==> config.mk <==
export PLATFORM = sky130hd
export DESIGN_NAME = uart_tx_scheduler
export DESIGN_NICKNAME = d
export VERILOG_FILES = /design/src/rtl/uart_tx_scheduler.sv
export SDC_FILE = /design/constraint.sdc
export NUM_CORES = 1
export LEC_CHECK = 0
export BUFFER_PORTS_ARGS = -buffer_cell sky130_fd_sc_hd__buf_2
export CORE_MARGIN = 5
export CORE_UTILIZATION = 58
export CTS_CLUSTER_DIAMETER = 200
export CTS_CLUSTER_SIZE = 10
export DETAILED_ROUTE_END_ITERATION = 6
export GPL_TIMING_DRIVEN = 0
export PLACE_DENSITY = 0.91
export SLEW_MARGIN = 20
export SYNTH_ARGS = -nofsm -noshare
export SYNTH_HDL_FRONTEND = slang
export SYNTH_SLANG_ARGS = --single-unit
==> constraint.sdc <==
create_clock -name clk_i -period 2.9 [get_ports clk_i]
set_input_delay 0.145 -clock clk_i [delete_from_list [all_inputs] [get_ports clk_i]]
set_output_delay 0.145 -clock clk_i [all_outputs]
set_load 0.1 [all_outputs]
==> src/rtl/uart_tx_scheduler.sv <==
// rtl/uart_tx_scheduler.sv - shares one UART transmitter among ACK, config and FIFO payload packets
// Optional: define UART_TX_HOLDOFF_EN to hold off new grants while the receiver is mid-frame.
module uart_tx_scheduler #(
  parameter logic [7:0] SYN_ID       = 8'hD2,
  parameter logic [7:0] ACK_ID       = 8'hA1,
  parameter int         DONE_TIMEOUT = 4096
) (
  input  logic       clk_i,
  input  logic       rst_i,
  input  logic       tx_en_i,
  input  logic       fifo_empty_i,
  input  logic [7:0] fifo_data_i,
  output logic       fifo_read_o,
  input  logic       cfg_req_i,
  input  logic [7:0] cfg_data_i,
  output logic       cfg_done_o,
  input  logic       ack_req_i,
  output logic       ack_done_o,
  output logic       tx_start_o,
  output logic [7:0] tx_data_o,
  input  logic       tx_done_i,
  input  logic       is_receiving_i,
  output logic       busy_o,
  output logic       timeout_o
);
  localparam int               CNT_W    = $clog2(DONE_TIMEOUT + 1);
  localparam logic [CNT_W-1:0] CNT_LAST = CNT_W'(DONE_TIMEOUT - 1);

  typedef enum logic [1:0] {IDLE, FETCH, START, WAIT_DONE} state_t;
  typedef enum logic [1:0] {PKT_DATA, PKT_ACK, PKT_CFG} pkt_t;

  state_t           state_q, state_d;
  pkt_t             pkt_q, pkt_d;
  logic             more_q, more_d;
  logic [7:0]       cfg_q, cfg_d;
  logic [7:0]       byte_q, byte_d;
  logic [CNT_W-1:0] cnt_q, cnt_d;
  logic             ack_done_d, cfg_done_d;
  logic             grant_ok, ack_pend, cfg_pend;

`ifdef UART_TX_HOLDOFF_EN
  assign grant_ok = !is_receiving_i;
`else
  logic unused_is_receiving;
  assign unused_is_receiving = is_receiving_i;
  assign grant_ok = 1'b1;
`endif

  // A requester still sees its level high in the cycle its done pulses; don't regrant it then.
  assign ack_pend = ack_req_i && !ack_done_o;
  assign cfg_pend = cfg_req_i && !cfg_done_o;

  always_comb begin
    state_d     = state_q;
    pkt_d       = pkt_q;
    more_d      = more_q;
    cfg_d       = cfg_q;
    byte_d      = byte_q;
    cnt_d       = cnt_q;
    fifo_read_o = 1'b0;
    timeout_o   = 1'b0;
    ack_done_d  = 1'b0;
    cfg_done_d  = 1'b0;
    case (state_q)
      IDLE: begin
        if (grant_ok) begin
          if (ack_pend) begin
            pkt_d   = PKT_ACK;
            more_d  = 1'b0;
            byte_d  = ACK_ID;
            state_d = START;
          end else if (cfg_pend) begin
            pkt_d   = PKT_CFG;
            more_d  = 1'b1;
            cfg_d   = cfg_data_i;
            byte_d  = SYN_ID;
            state_d = START;
          end else if (tx_en_i && !fifo_empty_i) begin
            fifo_read_o = 1'b1;
            pkt_d       = PKT_DATA;
            more_d      = 1'b0;
            state_d     = FETCH;
          end
        end
      end
      FETCH: begin
        byte_d  = fifo_data_i;
        state_d = START;
      end
      START: begin
        cnt_d   = '0;
        state_d = WAIT_DONE;
      end
      WAIT_DONE: begin
        cnt_d = cnt_q + CNT_W'(1);
        if (tx_done_i) begin
          if (more_q) begin
            more_d  = 1'b0;
            byte_d  = cfg_q;
            state_d = START;
          end else begin
            ack_done_d = (pkt_q == PKT_ACK);
            cfg_done_d = (pkt_q == PKT_CFG);
            state_d    = IDLE;
          end
        end else if (cnt_q == CNT_LAST) begin
          // Abandon the rest of the packet; the requester is still pending and gets re-arbitrated.
          timeout_o = 1'b1;
          state_d   = IDLE;
        end
      end
      default: state_d = IDLE;
    endcase
  end

  always_ff @(posedge clk_i or posedge rst_i) begin
    if (rst_i) begin
      state_q    <= IDLE;
      pkt_q      <= PKT_DATA;
      more_q     <= 1'b0;
      cfg_q      <= 8'h00;
      byte_q     <= 8'h00;
      cnt_q      <= '0;
      ack_done_o <= 1'b0;
      cfg_done_o <= 1'b0;
    end else begin
      state_q    <= state_d;
      pkt_q      <= pkt_d;
      more_q     <= more_d;
      cfg_q      <= cfg_d;
      byte_q     <= byte_d;
      cnt_q      <= cnt_d;
      ack_done_o <= ack_done_d;
      cfg_done_o <= cfg_done_d;
    end
  end

  assign tx_data_o  = byte_q;
  assign tx_start_o = (state_q == START);
  assign busy_o     = (state_q != IDLE);

endmodule

==> flow_metrics.py, run 1 <==
metrics = {
    "layout": {
        "fin_area_um2": 2250,
        "num_antenna_cells": 0,
        "final_cells": 258,
        "drive_above_1_share_pct": 35.0,
        "final_common_cell": "buf_2",
        "most-common-layout-cells": "buf_2 (38), dfrtp_1 (36), mux2i_1 (14)",
        "final_core_util_pct": 72.5,
        "nets": 238,
        "area_growth_pct": 18.0,
    },
    "timing": {
        "fmax_mhz": 425,
        "rsz0062_at_grt": "false",
        "drv_slew": 0,
        "tightest_slew_ns": 0.732,
        "maxSlewHeadroom_pct": 51.1,
        "finalCriticalPeriod_ns": 2.35,
        "min_period_over_period_pct": 81.1,
        "final.setup.tns_ns": 0,
        "clock_skew_ns": 0.0150,
        "hold_viol_final": 0,
        "setup_viol": 0,
    },
    "critical_path": {
        "critPathRequiredTime_ns": 2.76,
        "r2r_start": "cnt_q[1]",
        "critPathKind": "register to output port",
        "cp-start-kind": "register",
        "cp.arrival_ns": 2.21,
        "end_kind": "output port",
        "crit_fanout": 4,
        "setup.worst_path.start": "cnt_q[1]",
    },
    "clock_network": {
        "clockRootBuffer": "clkbuf_4",
        "clk_pin_slew_ns": 0.12,
        "clockBufferDepth": 2,
        "cts_buffers": 5,
        "clk_latency_ns": 0.34,
        "cts_resized": 0,
        "cts_hold_buf": 1,
        "post_cts_buffers": 0,
        "cts_tree": "built",
        "clock_sinks": 36,
        "cts-htree-levels": 2,
    },
    "placement": {
        "dpl_cell_area_um2": 2150,
        "place.gp.congestion": 0.802,
        "io_buffer_count": 36,
        "placed_cells": 246,
        "hpwlAfterDp_um": 3150,
    },
    "grt": {
        "met2_usage_pct": 37.4,
        "antenna_found_initial": 0,
        "track_usage_pct": 22.1,
        "met1_usage_pct": 27.2,
        "grt_max_degree": 37,
        "grt_pass1_wl_um": 7270,
        "grt_pass1_vias": 1486,
        "grt_util_met3_pct": 5.99,
        "grt-busiest-layer": "met2",
        "grt_overflow": 0,
    },
    "detailed_routing": {
        "num_vias": 1510,
        "drtAntennaViolNets": 0,
        "drt-initial-drc-count": 95,
        "drc": 0,
        "drt_wl_total_um": 4390,
        "viasPerCell": 5.85,
        "drtPass1Iterations": 4,
        "avgRoutedWirePerCell_um": 17.0,
    },
    "die": {
        "die_x_um": 67.4,
        "initial_core_util_pct": 61.5,
        "die_area_um2": 4540,
        "fp.dieH_um": 67.4,
        "num_io_pins": 38,
        "rows": 20,
        "core-area_um2": 3100,
    },
    "min_path": {
        "min_from": "cfg_data_i[7]",
        "min-delay-path-class": "input pin to register",
    },
    "power": {
        "p_leak_nw": 1.12,
        "irDropWorstVdd_mv": 0.983,
        "power.density_nw_per_um2": 1100,
    },
    "logic_synthesis": {
        "yosysSeqAreaShare_pct": 47.2,
        "synth_edf_count": 0,
        "yosys_warnings": 0,
        "ys_ff_latch": 36,
        "syn_nets": 191,
        "ys_types": 44,
        "synth_async_sr_flop_share_pct": 100,
        "postSynthCellCount": 166,
        "synthFlopType": "dfrtp_1",
        "avgSynthCellArea_um2": 11.5,
        "synth.cell_area_um2": 1910,
    },
    "flow_run": {
        "cap_violations": 0,
    },
    "outcome": {
        "status": "completed",
    },
}
## synth_stat cells (3+ instances only)
cell / count / area share, %
nand2_1: 9 / 1.8
inv_1: 9 / 1.8
mux2_4: 8 / 6.3
nor4_1: 5 / 1.6
mux2i_1: 14 / 7.3
nand2b_1: 7 / 2.3
a21oi_1: 5 / 1.3
nand3_1: 8 / 2.1
nor2_1: 4 / 0.79
o211a_1: 3 / 1.6
buf_6: 3 / 1.8
nor3_1: 3 / 0.79
dfrtp_1: 36 / 47
o2bb2ai_1: 3 / 1.4
or4_1: 4 / 1.6
mux2_2: 8 / 4.7
o21ai_0: 4 / 1.0
## metrics by stage
step                hold slack (ns)  total power [W]  setup WS [ns]
finish                       0.0240          0.00247          0.548
global route                0.00972          0.00261          0.425
CTS                          0.0124          0.00247          0.532
detailed placement            0.313          0.00218          0.918
global placement              0.377          0.00214          0.950
floorplan                     0.294          0.00192          0.150
## layout make-up
class | instances | area (µm²)
tap | 44 | 55.1
multi-input combinational | 112 | 912
inverter | 10 | 37.5
clock buffer | 7 | 55.1
buffer | 8 | 62.6
clock inverter | 1 | 7.51
fill | 224 | 852
timing repair buffer | 40 | 220
sequential | 36 | 901
## state kept, by name (all words and copies together) (netlist names)
register    flops
state_q         2
cfg_q           8
cnt_q          13
pkt_q           2
tx_data_o       8
cfg_done_o      1
ack_done_o      1
more_q          1
## final timing paths
| path | endpoint | cells past startpoint | slack (ns) |
|---|---|---|---|
| worst max-delay path | timeout_o | 5 | 0.55 |
| worst min-delay path | cfg_q[7] | 2 | 0.02 |
| worst max register to register | cnt_q[8] | 5 | 1.24 |
| worst min register to register | cfg_done_o | 1 | 0.44 |
| max in group asynchronous | cnt_q[7] | 3 | 1.96 |
| min in group asynchronous | tx_data_o[4] | 3 | 0.46 |
## power breakdown
part / switching [W] / internal, W
clock: 0.000174 / 0.000119
combinational: 0.000950 / 0.000437
sequential: 0.000118 / 0.000670
total: 0.00124 / 0.00123
## kinds of logic after synthesis
logic type / share of synthesized area (%)
compound gates: 11.7
mux: 18.4
simple gates: 16.9
flops: 47.2
buf+inv: 5.25
fa+ha+maj: 0.656
## worst max-delay path, stage by stage (launching register included)
cell,delay (ns)
dfrtp_1,0.41
ha_1,0.21
nand3_1,0.10
or4_1,0.55
nor3_2,0.13
buf_2,0.45
## layer usage
layer / vias to the layer above / wire, µm
met5: - / 0
met4: 0 / 39
met3: 7 / 245
met2: 50 / 2280
met1: 747 / 1830
li1: 706 / -
Power figures use the tool's default switching activity.
==> inputs of run 2 (changes only) <==
CORE_UTILIZATION = 54   (was 58)
PLACE_DENSITY = 0.86   (was 0.91)
clock period = 2.2 ns   (was 2.9 ns; I/O delays follow)
==> run 2 against run 1 <==
Compared with the run above: die area up 6.3%; critical path depth unchanged; combinational power up 39%; count of clock-buffer cells in the layout down 1; clock power up 17%; largest power group unchanged; final cell count up 3.5%.
==> flow_metrics.py, run 2 (same netlist as run 1, synthesis figures left out) <==
metrics = {
    "critical_path": {
        "crit_slowest_cell": "or4_4",
        "crit_fanout": 4,
        "cp-start-kind": "register",
        "slowest_delay_ns": 0.55,
        "r2r_start": "state_q[1]",
        "cp.arrival_ns": 2.00,
        "r2r_end": "cfg_q[6]",
        "critPathRequiredTime_ns": 2.09,
        "end_kind": "output port",
        "reg2reg_slack_ns": 0.53,
        "critPathKind": "register to output port",
        "cp_cell_sequence": "ha_1, nand3_1, or4_4, nor3_4, buf_12",
        "reg2regPathDepth": 5,
    },
    "placement": {
        "io_buffer_count": 36,
        "hpwlAfterDp_um": 3130,
        "place.gp.congestion": 0.788,
    },
    "power": {
        "power.density_nw_per_um2": 1420,
        "irDropWorstVdd_mv": 1.17,
        "power.total_w": 0.00332,
        "power_frac_clock_pct": 10.3,
        "p_leak_nw": 1.16,
        "switchingPower_w": 0.00170,
        "power_frac_comb_pct": 58.1,
        "seqPwrFrac_pct": 31.6,
        "p_sw_share_pct": 51.2,
        "internal_power_w": 0.00162,
    },
    "clock_network": {
        "clockRootBuffer": "clkbuf_4",
        "cts-htree-levels": 2,
        "cts_tree": "built",
        "clockBufferDepth": 2,
        "clock_sinks": 36,
        "clk_latency_ns": 0.34,
        "clk_pin_slew_ns": 0.11,
        "cts_buffers": 5,
    },
    "die": {
        "die_area_um2": 4820,
        "rows": 21,
        "die_x_um": 69.4,
        "core-area_um2": 3390,
        "initial_core_util_pct": 56.3,
        "num_io_pins": 38,
        "fp.dieH_um": 69.4,
    },
    "timing": {
        "final.setup.tns_ns": 0,
        "maxSlewHeadroom_pct": 50.4,
        "hold_viol_final": 0,
        "drv_slew": 0,
        "min_period_over_period_pct": 95.7,
        "finalCriticalPeriod_ns": 2.11,
        "tightest_slew_ns": 0.744,
        "rsz0062_at_grt": "false",
        "clock_skew_ns": 0.00763,
        "setup_viol": 0,
        "fmax_mhz": 475,
    },
    "outcome": {
        "status": "completed",
    },
    "layout": {
        "final_common_cell": "buf_2",
        "drive_above_1_share_pct": 36.2,
        "fillers": 258,
        "top_register": "cnt_q",
        "largest_reg_flops": 13,
        "area_growth_pct": 22.6,
        "multi_input_area_um2": 930,
        "most-common-layout-cells": "buf_2 (37), dfrtp_1 (36), mux2i_1 (14)",
        "num_antenna_cells": 0,
        "nets": 246,
        "regArea_um2": 901,
    },
    "grt": {
        "grt_max_degree": 37,
        "track_usage_pct": 20.0,
        "grt_overflow": 0,
        "antenna_found_initial": 0,
        "grt_pass1_vias": 1617,
        "grt_pass1_wl_um": 7750,
    },
    "detailed_routing": {
        "drt_wl_total_um": 4820,
        "viasPerCell": 5.95,
        "drtAntennaViolNets": 0,
        "drtPass1Iterations": 6,
        "drc": 0,
        "drt-initial-drc-count": 82,
        "avgRoutedWirePerCell_um": 18.1,
        "num_vias": 1588,
    },
    "flow_run": {
        "cap_violations": 0,
    },
    "min_path": {
        "min-delay-path-class": "input pin to register",
        "hold_end": "cfg_q[0]",
        "min_from": "cfg_data_i[0]",
        "holdPathStages": 2,
    },
}
[run 2: area by class of cell]
class	count	share of cell area, %
clock inverter	1	0.214
clock buffer	6	1.76
inverter	10	1.60
multi-input combinational	112	39.7
timing repair buffer	48	13.0
sequential	36	38.5
tap	46	2.46
buffer	8	2.67
[run 2: per-stage QoR]
| step | setup slack (ns) | hold WS (ns) | instances | util (%) | area, µm² |
|---|---|---|---|---|---|
| global route | 0.0166 | 0.0181 | 267 | 69.0 | 2340 |
| finish | 0.0940 | 0.0288 | 267 | 69.0 | 2340 |
| floorplan | 0.0342 | 0.259 | 166 | - | 1930 |
| global placement | 0.219 | 0.341 | 248 | 63.9 | 2160 |
| CTS | 0.00551 | 0.0201 | 262 | 67.5 | 2290 |
| detailed placement | 0.215 | 0.282 | 248 | 63.9 | 2160 |
[run 2: critical path: cells and delay by family, from the launching register on]
| kind | cells | cell delay [ns] |
|---|---|---|
| flops | 1 | 0.41 |
| fa+ha+maj | 1 | 0.21 |
| buf+inv | 1 | 0.20 |
| simple gates | 3 | 0.83 |
[run 2: power groups by stage]
stage	clock (W)	sequential (W)	combinational [W]
floorplan	0	0.00156	0.000976
global placement	0	0.00104	0.00178
detailed placement	0	0.00105	0.00183
CTS	0.000341	0.00104	0.00184
global route	0.000374	0.00107	0.00204
finish	0.000342	0.00105	0.00193
[run 2: how the worst max path moves through the flow]
stage	startpoint	to
5_1_grt	cnt_q[1]	timeout_o
6_report	cnt_q[1]	timeout_o
2_1_floorplan	ack_done_o	cfg_q[0]
3_5_place_dp	cnt_q[1]	timeout_o
3_3_place_gp	cnt_q[0]	timeout_o
4_1_cts	cnt_q[1]	timeout_o
[run 2: what timing repair did]
action / CTS / global route
cloned: 0 / 0
hold buffers: 7 / 1
buffers inserted: 0 / 4
endpoints found under the setup margin: 1 / 1
resized for setup: 2 / 3
endpoints found under the hold margin: 42 / 1
[run 2: metal layers]
metal | track usage, % | vias up | routed length, µm
met5 | 0 | - | 0
met4 | 7.59 | 0 | 143
met3 | 7.39 | 16 | 378
met2 | 33.7 | 71 | 2410
met1 | 23.1 | 784 | 1890
li1 | - | 717 | -
